--- config.mk ---
export PLATFORM = sky130hd
export DESIGN_NAME = cardinal_nic_endpoint
export DESIGN_NICKNAME = d
export VERILOG_FILES = /design/src/rtl/cardinal_nic_endpoint.sv
export SDC_FILE = /design/constraint.sdc
export NUM_CORES = 1
export LEC_CHECK = 0
export ABC_AREA = 1
export CORE_ASPECT_RATIO = 1.1
export CORE_MARGIN = 4
export CORE_UTILIZATION = 47
export DETAILED_ROUTE_END_ITERATION = 16
export PLACE_DENSITY = 0.94
export SLEW_MARGIN = 20
export SYNTH_ARGS = -nofsm -noshare
export SYNTH_HDL_FRONTEND = slang
export SYNTH_SLANG_ARGS = --single-unit
--- constraint.sdc ---
create_clock -name clk -period 3.4 [get_ports clk]
set_input_delay 0.68 -clock clk [delete_from_list [all_inputs] [get_ports clk]]
set_output_delay 0.68 -clock clk [all_outputs]
set_load 0.005 [all_outputs]
--- src/rtl/cardinal_nic_endpoint.sv ---
// cardinal_nic_endpoint: per-node NIC between a processing element and one
// local port of the cardinal_router mesh. TX encodes (dest, payload) into a
// 64-bit routing flit and injects it with a one-beat si pulse; RX buffers one
// ejected flit, decodes its header fields and flags nonzero hop fields.
module cardinal_nic_endpoint #(
    parameter int ROWS   = 4,
    parameter int COLS   = 4,
    parameter int DATA_W = 64,
    parameter int NODE_X = 0,
    parameter int NODE_Y = 0,
    parameter int CNT_W  = 16
) (
    input  logic              clk,
    input  logic              reset,
    input  logic              tx_valid_i,
    output logic              tx_ready_o,
    input  logic [7:0]        tx_dst_x_i,
    input  logic [7:0]        tx_dst_y_i,
    input  logic [31:0]       tx_payload_i,
    output logic              tx_err_o,
    output logic              rx_valid_o,
    input  logic              rx_pop_i,
    output logic [DATA_W-1:0] rx_flit_o,
    output logic [7:0]        rx_src_x_o,
    output logic [7:0]        rx_src_y_o,
    output logic [31:0]       rx_payload_o,
    output logic              rx_hdr_err_o,
    output logic              net_si_o,
    output logic [DATA_W-1:0] net_di_o,
    input  logic              net_ri_i,
    input  logic              net_polarity_i,
    input  logic              net_so_i,
    input  logic [DATA_W-1:0] net_do_i,
    output logic              net_ro_o,
    output logic [CNT_W-1:0]  tx_cnt_o,
    output logic [CNT_W-1:0]  rx_cnt_o
);

    localparam logic [7:0] NX      = 8'(NODE_X);
    localparam logic [7:0] NY      = 8'(NODE_Y);
    localparam logic [7:0] COLS_L  = 8'(COLS);
    localparam logic [7:0] ROWS_L  = 8'(ROWS);
    localparam logic [7:0] MAX_HOP = 8'd4;

    typedef enum logic [1:0] {
        ST_IDLE = 2'd0,
        ST_HOLD = 2'd1,
        ST_SEND = 2'd2
    } tx_state_e;

    tx_state_e          state_q;
    logic [62:0]        pend_q;
    logic               net_si_q;
    logic [DATA_W-1:0]  net_di_q;
    logic               tx_err_q;
    logic [CNT_W-1:0]   tx_cnt_q;

    logic               rx_valid_q;
    logic [DATA_W-1:0]  rx_flit_q;
    logic               rx_hdr_err_q;
    logic [CNT_W-1:0]   rx_cnt_q;

    logic               dx_dir, dy_dir;
    logic [7:0]         dx_mag, dy_mag;
    logic               req_bad_d;
    logic [62:0]        req_flit_d;

    // One-hot countdown: 0 hops -> 0000, n hops (1..4) -> bit n-1.
    function automatic logic [3:0] hop_enc(input logic [7:0] n);
        logic [3:0] r;
        r = 4'b0000;
        case (n)
            8'd1:    r = 4'b0001;
            8'd2:    r = 4'b0010;
            8'd3:    r = 4'b0100;
            8'd4:    r = 4'b1000;
            default: r = 4'b0000;
        endcase
        return r;
    endfunction

    // Decode the PE request into direction/hop fields and a reject flag.
    always_comb begin
        dx_dir     = (tx_dst_x_i < NX);
        dx_mag     = dx_dir ? (NX - tx_dst_x_i) : (tx_dst_x_i - NX);
        dy_dir     = (tx_dst_y_i > NY);
        dy_mag     = dy_dir ? (tx_dst_y_i - NY) : (NY - tx_dst_y_i);
        req_bad_d  = (tx_dst_x_i >= COLS_L) || (tx_dst_y_i >= ROWS_L) ||
                     (dx_mag > MAX_HOP) || (dy_mag > MAX_HOP) ||
                     ((tx_dst_x_i == NX) && (tx_dst_y_i == NY));
        req_flit_d = {dx_dir, dy_dir, 5'b00000, hop_enc(dx_mag), hop_enc(dy_mag),
                      NX, NY, tx_payload_i};
    end

    // TX FSM: latch a good request, wait for router ready, pulse si once.
    // VC bit is taken from the router phase at the injection edge, not at request time.
    always_ff @(posedge clk or negedge reset) begin
        if (!reset) begin
            state_q  <= ST_IDLE;
            pend_q   <= '0;
            net_si_q <= 1'b0;
            net_di_q <= '0;
            tx_err_q <= 1'b0;
            tx_cnt_q <= '0;
        end else begin
            tx_err_q <= 1'b0;
            net_si_q <= 1'b0;
            case (state_q)
                ST_IDLE: begin
                    if (tx_valid_i) begin
                        if (req_bad_d) begin
                            tx_err_q <= 1'b1;
                        end else begin
                            pend_q  <= req_flit_d;
                            state_q <= ST_HOLD;
                        end
                    end
                end
                ST_HOLD: begin
                    if (net_ri_i) begin
                        net_si_q <= 1'b1;
                        net_di_q <= {net_polarity_i, pend_q};
                        state_q  <= ST_SEND;
                    end
                end
                ST_SEND: begin
                    tx_cnt_q <= tx_cnt_q + CNT_W'(1);
                    state_q  <= ST_IDLE;
                end
                default: state_q <= ST_IDLE;
            endcase
        end
    end

    // RX one-entry buffer; accept and pop are mutually exclusive since
    // accept needs an empty buffer and pop needs a full one.
    always_ff @(posedge clk or negedge reset) begin
        if (!reset) begin
            rx_valid_q   <= 1'b0;
            rx_flit_q    <= '0;
            rx_hdr_err_q <= 1'b0;
            rx_cnt_q     <= '0;
        end else begin
            if (net_so_i && !rx_valid_q) begin
                rx_flit_q  <= net_do_i;
                rx_valid_q <= 1'b1;
                rx_cnt_q   <= rx_cnt_q + CNT_W'(1);
                if (net_do_i[55:48] != 8'd0) begin
                    rx_hdr_err_q <= 1'b1;
                end
            end else if (rx_pop_i && rx_valid_q) begin
                rx_valid_q <= 1'b0;
            end
        end
    end

    assign tx_ready_o   = (state_q == ST_IDLE);
    assign tx_err_o     = tx_err_q;
    assign net_si_o     = net_si_q;
    assign net_di_o     = net_di_q;
    assign tx_cnt_o     = tx_cnt_q;
    assign rx_valid_o   = rx_valid_q;
    assign rx_flit_o    = rx_flit_q;
    assign rx_src_x_o   = rx_flit_q[47:40];
    assign rx_src_y_o   = rx_flit_q[39:32];
    assign rx_payload_o = rx_flit_q[31:0];
    assign rx_hdr_err_o = rx_hdr_err_q;
    assign net_ro_o     = ~rx_valid_q;
    assign rx_cnt_o     = rx_cnt_q;

endmodule

==> results of run 1 <==
cells in the final DEF (no fill, tap or decap), drive strengths merged, types with 2 or more instances in the layout:
| master | synthesis | layout |
|---|---|---|
| nor2 | 49 | 49 |
| nand2 | 431 | 431 |
| buf | 85 | 9 |
| dfrtp | 185 | 185 |
| xor2 | 14 | 14 |
| ha | 2 | 2 |
| xnor2 | 5 | 5 |
| conb | 1 | 22 |
| o21ai | 54 | 54 |
| nand4 | 9 | 9 |
| clkdlybuf4s50 | 0 | 309 |
| inv | 80 | 89 |
| clkbuf | 16 | 19 |
| clkinv | 0 | 4 |
| nor3 | 6 | 6 |
| nand3 | 23 | 23 |
metal layers:
| metal | share of wire | GRT usage |
|---|---|---|
| met1 | 0.37 | 0.256 |
| met3 | 0.087 | 0.0846 |
| met4 | 0.037 | 0.0967 |
| met2 | 0.51 | 0.423 |
| met5 | 0 | 0 |
cell families (layout without fill, tap and decap cells):
logic type	Yosys count	count (layout)	share of synthesized area
flip-flops	185	185	0.558
adder cells (fa/ha/maj)	2	2	0.00302
AO/OA/AOI/OAI	58	58	0.0445
XOR/XNOR	19	19	0.0201
AND/OR/NAND/NOR	520	520	0.252
other	1	22	0.000452
buffers and inverters	181	431	0.122
worst register-to-register path, cell delays in order, from the launching register on:
cell and delay [ns]:
dfrtp_1 0.46, inv_2 0.07, nand2_1 0.09, nor2_2 0.07, nand3_4 0.19, buf_4 0.60, nand2_1 0.22, o21ai_1 0.14
state kept, by name, indices dropped and copies added, names as in the netlist:
name	flops
rx_flit_o	64
pend_q	41
rx_valid_o	1
rx_cnt_o	16
net_di_o	42
tx_cnt_o	16
net_si_o	1
state_q	2
tx_err_o	1
rx_hdr_err_o	1
power by group:
group	leakage, nW	total, mW	internal [mW]	switching, mW
clock network	0.295	1.99	1.06	0.933
logic	3.00	1.28	0.764	0.515
registers	2.45	2.59	2.40	0.191
total	5.74	5.86	4.23	1.64
area by class of cell:
cell class                      count  area [sq um]  share of cell area
Clock buffer                       18           429              0.0365
Sequential cell                   185          4630               0.394
Inverter                           80           300              0.0256
Tap cell                          234           293              0.0249
Timing Repair Buffer              319          3190               0.271
Clock inverter                     14           174              0.0148
Multi-Input combinational cell    621          2730               0.232
per-stage QoR:
stage / util / total power, mW / setup slack (ns)
2_1_floorplan: - / 3.10 / 1.77
3_3_place_gp: 0.647 / 3.86 / 0.831
3_5_place_dp: 0.647 / 3.91 / 0.781
4_1_cts: 0.683 / 5.92 / 1.06
5_1_grt: 0.683 / 6.14 / 1.00
6_report: 0.683 / 5.86 / 1.09
path summary, 6_finish.rpt:
path,start,end,slack [ns],depth (start not counted)
worst max-delay path,state_q[1],tx_ready_o,1.09,4
worst min-delay path,reset,rx_flit_o[58],0.41,1
worst max register to register,state_q[1],pend_q[28],1.49,7
worst min register to register,net_di_o[28],net_di_o[28],0.47,2
max in group asynchronous,reset,net_di_o[6],2.12,2
min in group clk,net_di_o[28],net_di_o[28],0.47,2
==> results.toml, run 1 <==
[worst_hold_path]
hold_class = "in -> async"

[global_route]
grt_pass1_wl_um = 37100
antenna_found_initial = 0
gr-usage-all-layers = 0.238
gr-total-overflow = 0
grt_max_degree = 124
grt_pass1_vias = 7307

[synth]
synth_top_flop_cell = "dfrtp_1"
yosysSeqAreaShare = 0.558
synth_seq_cells = 185
synth.most_common_cell = "nand2_1"
synth_cell_type_count = 31
synthCells = 966
synth_common_cells = "430 x nand2_1, 185 x dfrtp_1, 77 x inv_1"
synth_edf_count = 0
syn_avg_cell_area_sq_um = 8.58
syn_area_sq_mm = 0.00829
synth_area_leaders = "dfrtp_1 56%, nand2_1 19%, buf_4 6.3%"
yosys_warnings = 0
async_flop_share = 1.00
yosysTopAreaCellShare = 0.558
yosysTopAreaCell = "dfrtp_1"

[placed_design]
place_congestion = 0.893
dp_hpwl_um = 17700
io_buffers = 310
dp_cells = 1439
placed_area_sq_mm = 0.0111

[timing]
holdWs_ns = 0.410
max_slew.worst_pin.slew_ns = 0.967
rsz0062_at_grt = "false"
layout_min_cycle_time_ns = 2.31
fin_setup_tns_ns = 0
skew_ns = 0.0106
relSlewSlack = 0.356
finalHoldViolCount = 0
drv_slew = 0
fin_crit_sh = 0.680
fmax_mhz = 433
setup_violations = 0

[routing]
vias = 7128
ant_nets = 0
post_drt_via_cell_ratio = 4.85
wire_per_inst_um = 16.3
first_iter_violations = 495
drc = 0
routed_wl_um = 23900
first_pass_iters = 5

[final_layout]
syn2layout_area_growth_pct = 41.6
final_nets = 1345
drive_above_1_share = 0.0606
antenna_cells = 0
layout.cells.non_filler = 1471
stdcell_area_sq_mm = 0.0117
nFillCells = 1268

[clock_network]
cts-resized-gates = 0
numCtsBuffers = 17
clock_latency_ns = 0.42
ctsHtreeMaxLevel = 4
cts_setup_buffers = 0
clkSinkCount = 185
tritoncts = "built"
clkTransAtPathRegs_ns = 0.08
clock_tree.buffer_depth = 2
cts_hold_buf = 0
cts_root_buf = "clkbuf_16"

[floorplanning]
io_pins = 333
die_h_um = 147
start_util = 0.482
fp.coreArea_sq_mm = 0.0172
num_rows = 50
die-width_um = 135
dieArea_sq_mm = 0.0198

[setup_path]
cp-end-kind = "output port"
cp_max_fo = 4
worstSetupStartpointType = "flip-flop"
critical-path-top-delay-family = "buffers and inverters"
crit_chain = "inv_2, nand2_1, inv_1, clkdlybuf4s50_1"
cp_num_buf_inv = 3
arrival_ns = 1.63
cp_slowest_cell = "clkdlybuf4s50_1"
critPathMaxStageDelay_ns = 0.53
worstPathRequired_ns = 2.72
path_class = "reg -> out"

[status]
status = "finished clean"

[run]
cap_viol_max_count = 0

[power_and_ir_drop]
power.leakage_nw = 5.74
ir_drop_mv = 0.321
power.density_mw_per_mm2 = 499
(Power assumes the default switching activity.)
==> run 2, diff against run 1 <==
--- a/config.mk
+++ b/config.mk
@@ -8,9 +8,9 @@
 export ABC_AREA = 1
 export CORE_ASPECT_RATIO = 1.1
 export CORE_MARGIN = 4
-export CORE_UTILIZATION = 47
+export CORE_UTILIZATION = 39
 export DETAILED_ROUTE_END_ITERATION = 16
-export PLACE_DENSITY = 0.94
+export PLACE_DENSITY = 0.84
 export SLEW_MARGIN = 20
 export SYNTH_ARGS = -nofsm -noshare
 export SYNTH_HDL_FRONTEND = slang
==> constraint.sdc (replaced) <==
create_clock -name clk -period 2 [get_ports clk]
set_input_delay 0.4 -clock clk [delete_from_list [all_inputs] [get_ports clk]]
set_output_delay 0.4 -clock clk [all_outputs]
set_load 0.005 [all_outputs]
==> run 2 against run 1 <==
Via count shrank 3.2%. Sequential share of layout area shrank 0.77 points. First-iteration DRC count shrank 33%. Global-route usage shrank 5.3 points. Setup slack lost 0.99 ns. Non-clock buffer count grew 13. Die area grew 19%. Hold slack gained 0.058 ns. Critical path type unchanged. Critical endpoint is now rx_src_x_o[5].
==> results.toml, run 2 (synthesis results as in run 1) <==
[status]
status = "finished clean"

[final_layout]
syn2layout_area_growth_pct = 44.5
antenna_cells = 0
largest_reg_flops = 64
multi_input_area_sq_mm = 0.00273
nFillCells = 1806
drive_above_1_share = 0.0704
fin_util = 0.578
stdcell_area_sq_mm = 0.0120
mostFrequentLayoutCells = "430 x nand2_1, 308 x clkdlybuf4s50_1, 184 x dfrtp_1, 77 x inv_1, 43 x nor2_1"
seqCellArea_sq_mm = 0.00463
layout_commonest_cell = "nand2_1"
final_nets = 1358

[floorplanning]
start_util = 0.400
die-width_um = 147
die_h_um = 161
dieArea_sq_mm = 0.0237
num_rows = 55
io_pins = 333
fp.coreArea_sq_mm = 0.0207

[routing]
routed_wl_um = 22300
drc = 0
first_iter_violations = 331
vias = 6901
ant_nets = 0
post_drt_via_cell_ratio = 4.50
wire_per_inst_um = 14.5
first_pass_iters = 5

[timing]
skew_ns = 0.00956
fmax_mhz = 526
rsz0062_at_grt = "false"
drv_slew = 0
fin_crit_sh = 0.951
layout_min_cycle_time_ns = 1.90
timing.final.ws_setup_ns = 0.0982
finalHoldViolCount = 0
fin_setup_tns_ns = 0
setup_violations = 0

[setup_path]
worstSetupStartpointType = "flip-flop"
cp-end-kind = "output port"
crit_chain = "clkdlybuf4s50_1"
cp_max_fo = 3
cp_slowest_cell = "clkdlybuf4s50_1"
worstPathRequired_ns = 1.60
cp_num_buf_inv = 1
arrival_ns = 1.50
critical-path-top-delay-family = "buffers and inverters"
critPathMaxStageDelay_ns = 0.62
path_class = "reg -> out"

[power_and_ir_drop]
ir_drop_mv = 0.492
power.density_mw_per_mm2 = 820
power.leakage_nw = 5.83

[global_route]
grt_max_degree = 80
antenna_found_initial = 0
gr-total-overflow = 0
grt_pass1_wl_um = 35500
gr-usage-all-layers = 0.185
grt_pass1_vias = 6766

[clock_network]
clkSinkCount = 185
numCtsBuffers = 17
clock_latency_ns = 0.43
tritoncts = "built"
clock_tree.buffer_depth = 2
cts_root_buf = "clkbuf_16"
ctsHtreeMaxLevel = 4
clkTransAtPathRegs_ns = 0.08

[run]
cap_viol_max_count = 0

[placed_design]
placed_area_sq_mm = 0.0114
dp_hpwl_um = 17100
dp_worst_setup_slack_ns = 0.0440
place_congestion = 0.907
io_buffers = 310

[worst_hold_path]
hold_class = "reg -> reg"
-- run 2: power by group --
| group | internal (mW) | leakage (nW) | switching [mW] |
|---|---|---|---|
| Clock | 1.67 | 0.283 | 1.60 |
| Combinational | 1.32 | 3.10 | 0.814 |
| Sequential | 4.08 | 2.44 | 0.332 |
-- run 2: final timing paths --
path                               start             to  slack, ns  depth (start not counted)
min                           pend_q[54]   net_di_o[54]       0.47                          2
max reg2reg                  rx_cnt_o[2]    rx_cnt_o[9]       0.54                          5
min reg2reg                   pend_q[54]   net_di_o[54]       0.47                          2
max in group asynchronous          reset      pend_q[8]       0.91                          3
max                        rx_flit_o[45]  rx_src_x_o[5]        0.1                          1
min in group asynchronous          reset  rx_flit_o[40]       0.50                          2
-- run 2: metal layers --
metal,vias to the layer above,wire length [um],GRT usage
met5,-,0,0
met4,0,357,0.0530
met3,23,1690,0.0545
met2,240,11400,0.332
met1,3233,8840,0.216
li1,3405,-,-
-- run 2: metrics by stage --
step                hold slack, ns  total power [mW]  instances
floorplan                    0.104              5.26        987
global placement             0.392              6.58       1500
detailed placement           0.392              6.64       1500
CTS                          0.471              9.95       1535
global route                 0.487              10.3       1535
finish                       0.467              9.82       1535
-- run 2: what timing repair did --
| item | in CTS | in global routing |
|---|---|---|
| buffers inserted | 2 | 0 |
| endpoints found under the setup margin | 1 | 1 |
| resized for setup | 1 | 1 |
| hold buffers | 1 | 0 |
| hold endpoints to repair | 44 | 0 |
-- run 2: area by class of cell --
| class | count | area share |
|---|---|---|
| Multi-Input combinational cell | 621 | 0.228 |
| Sequential cell | 185 | 0.387 |
| Tap cell | 285 | 0.0298 |
| Timing Repair Buffer | 332 | 0.282 |
| Inverter | 80 | 0.0251 |
| Clock buffer | 18 | 0.0358 |
| Clock inverter | 14 | 0.0131 |
==> run 3, diff against run 2 <==
==> constraint.sdc (replaced) <==
create_clock -name clk -period 2 [get_ports clk]
set_input_delay 0.4 -clock clk [delete_from_list [all_inputs] [get_ports clk]]
set_output_delay 0.4 -clock clk [all_outputs]
set_load 0.05 [all_outputs]
==> run 3 against run 2 <==
Final cell count shrank 0.46%. Cell area shrank 2.8%. First-iteration DRC count grew 24%. Sequential cell count is the same. Clock power is essentially flat. Non-clock buffer count shrank 7. Global-route usage shrank 0.099 points. Wire length shrank 1.5%. Utilization shrank 1.6 points. Combinational power grew 78%. Setup slack gained 0.091 ns. Critical path type unchanged. Largest cell class unchanged. Highest routed layer unchanged.
==> results.toml, run 3 (synthesis results as in run 1) <==
[placed_design]
dp_cells = 1495
place_congestion = 0.898
placed_area_sq_mm = 0.0112
dp_hpwl_um = 16800
io_buffers = 310

[clock_network]
tritoncts = "built"
cts_root_buf = "clkbuf_16"
clkSinkCount = 185
clock_tree.buffer_depth = 2
clkTransAtPathRegs_ns = 0.07
ctsHtreeMaxLevel = 4
clock_latency_ns = 0.43
numCtsBuffers = 17
cts_setup_buffers = 0

[status]
status = "finished clean"

[timing]
fin_setup_tns_ns = 0
max_slew.worst_pin.slew_ns = 0.546
fmax_mhz = 552
finalHoldViolCount = 0
holdWs_ns = 0.471
setup_violations = 0
drv_slew = 0
layout_min_cycle_time_ns = 1.81
skew_ns = 0.00965
rsz0062_at_grt = "false"
fin_crit_sh = 0.905
relSlewSlack = 0.637

[final_layout]
layout.cells.non_filler = 1528
layout_commonest_cell = "nand2_1"
stdcell_area_sq_mm = 0.0116
fin_util = 0.562
mostFrequentLayoutCells = "430 x nand2_1, 185 x dfrtp_1, 130 x dlygate4sd2_1, 117 x clkdlybuf4s50_1, 77 x inv_1"
largest_reg_flops = 64
final_nets = 1351
drive_above_1_share = 0.110
nFillCells = 1868
antenna_cells = 0
syn2layout_area_growth_pct = 40.4

[power_and_ir_drop]
power.internal_mw = 6.78
switchingPower_mw = 4.72
seqPwrFrac = 0.382
power.leakage_nw = 6.36
switching_share = 0.411
p_comb_frac = 0.330
power.density_mw_per_mm2 = 988
ir_drop_mv = 0.569
p_clk_frac = 0.288

[routing]
first_pass_iters = 4
drc = 0
routed_wl_um = 22000
vias = 6894
first_iter_violations = 412
post_drt_via_cell_ratio = 4.51
ant_nets = 0
wire_per_inst_um = 14.4

[global_route]
gr-total-overflow = 0
antenna_found_initial = 0
gr-usage-all-layers = 0.185
grt_pass1_vias = 6830
grt_pass1_wl_um = 35400
grt_max_degree = 80

[floorplanning]
die-width_um = 147
start_util = 0.400
fp.coreArea_sq_mm = 0.0207
io_pins = 333
die_h_um = 161
dieArea_sq_mm = 0.0237
num_rows = 55

[setup_path]
cp_max_fo = 5
critPathMaxStageDelay_ns = 0.56
worstPathRequired_ns = 1.60
worstSetupStartpointType = "flip-flop"
cp_num_buf_inv = 1
cp-end-kind = "output port"
critical-path-top-delay-family = "buffers and inverters"
cp_slowest_cell = "dlygate4sd2_1"
path_class = "reg -> out"
crit_chain = "dlygate4sd2_1"
arrival_ns = 1.41

[run]
cap_viol_max_count = 0

[worst_hold_path]
hold_class = "reg -> reg"
## run 3: cell count changes in the layout (fill, tap and decap cells not counted)
cell,before,now
clkdlybuf4s50_1,308,117
dlygate4sd2_1,0,130
buf_4,13,62
dlymetal6s2s_1,1,6
clkbuf_1,1,0
clkbuf_8,1,2
clkinv_2,2,1
clkinv_4,0,1
clkinv_8,5,4
dfrtp_1,184,185
dfrtp_2,1,0
inv_8,2,3
## run 3: power by group through the flow
| stage | clock network (mW) | logic, mW | registers, mW |
|---|---|---|---|
| 5_1_grt | 3.56 | 3.99 | 4.46 |
| 3_5_place_dp | 0 | 4.10 | 4.48 |
| 6_report | 3.31 | 3.79 | 4.39 |
| 3_3_place_gp | 0 | 4.06 | 4.47 |
| 4_1_cts | 3.42 | 3.83 | 4.39 |
| 2_1_floorplan | 0 | 1.63 | 5.62 |
## run 3: cell type report
type | count | area (sq um) | area share
repair buffers | 325 | 3030 | 0.261
clock inverters | 14 | 155 | 0.0133
well taps | 285 | 357 | 0.0306
flip-flops and latches | 185 | 4630 | 0.398
multi-input cells | 621 | 2730 | 0.234
clock buffers | 18 | 439 | 0.0377
inverters | 80 | 300 | 0.0258
## run 3: what timing repair did
item | CTS | global route
hold buffers | 1 | 0
resized for setup | 130 | 6
endpoints found under the hold margin | 45 | 0
setup endpoints to repair | 130 | 6
## run 3: metal layers
| metal | wire [um] | global-route usage | vias up |
|---|---|---|---|
| met1 | 8450 | 0.217 | 3236 |
| met2 | 11300 | 0.324 | 246 |
| met5 | 0 | 0 | - |
| met3 | 1860 | 0.0584 | 26 |
| li1 | - | - | 3386 |
| met4 | 365 | 0.0559 | 0 |
## run 3: worst paths after layout
kind	startpoint	to	slack (ns)	cells past startpoint
worst max-delay path	rx_cnt_o[12]	rx_cnt_o[12]	0.19	1
worst max register to register	rx_cnt_o[3]	rx_cnt_o[15]	0.60	7
min in group asynchronous	reset	rx_flit_o[40]	0.49	2
worst min-delay path	net_di_o[15]	net_di_o[15]	0.47	2
max in group asynchronous	reset	net_di_o[30]	0.85	3
worst min register to register	net_di_o[15]	net_di_o[15]	0.47	2
## run 3: stage by stage
stage               setup slack, ns  power, mW
floorplan                    0.0853       7.25
global placement              0.129       8.52
detailed placement           0.0232       8.58
CTS                        0.000223       11.7
global route                  0.138       12.0
finish                        0.189       11.5
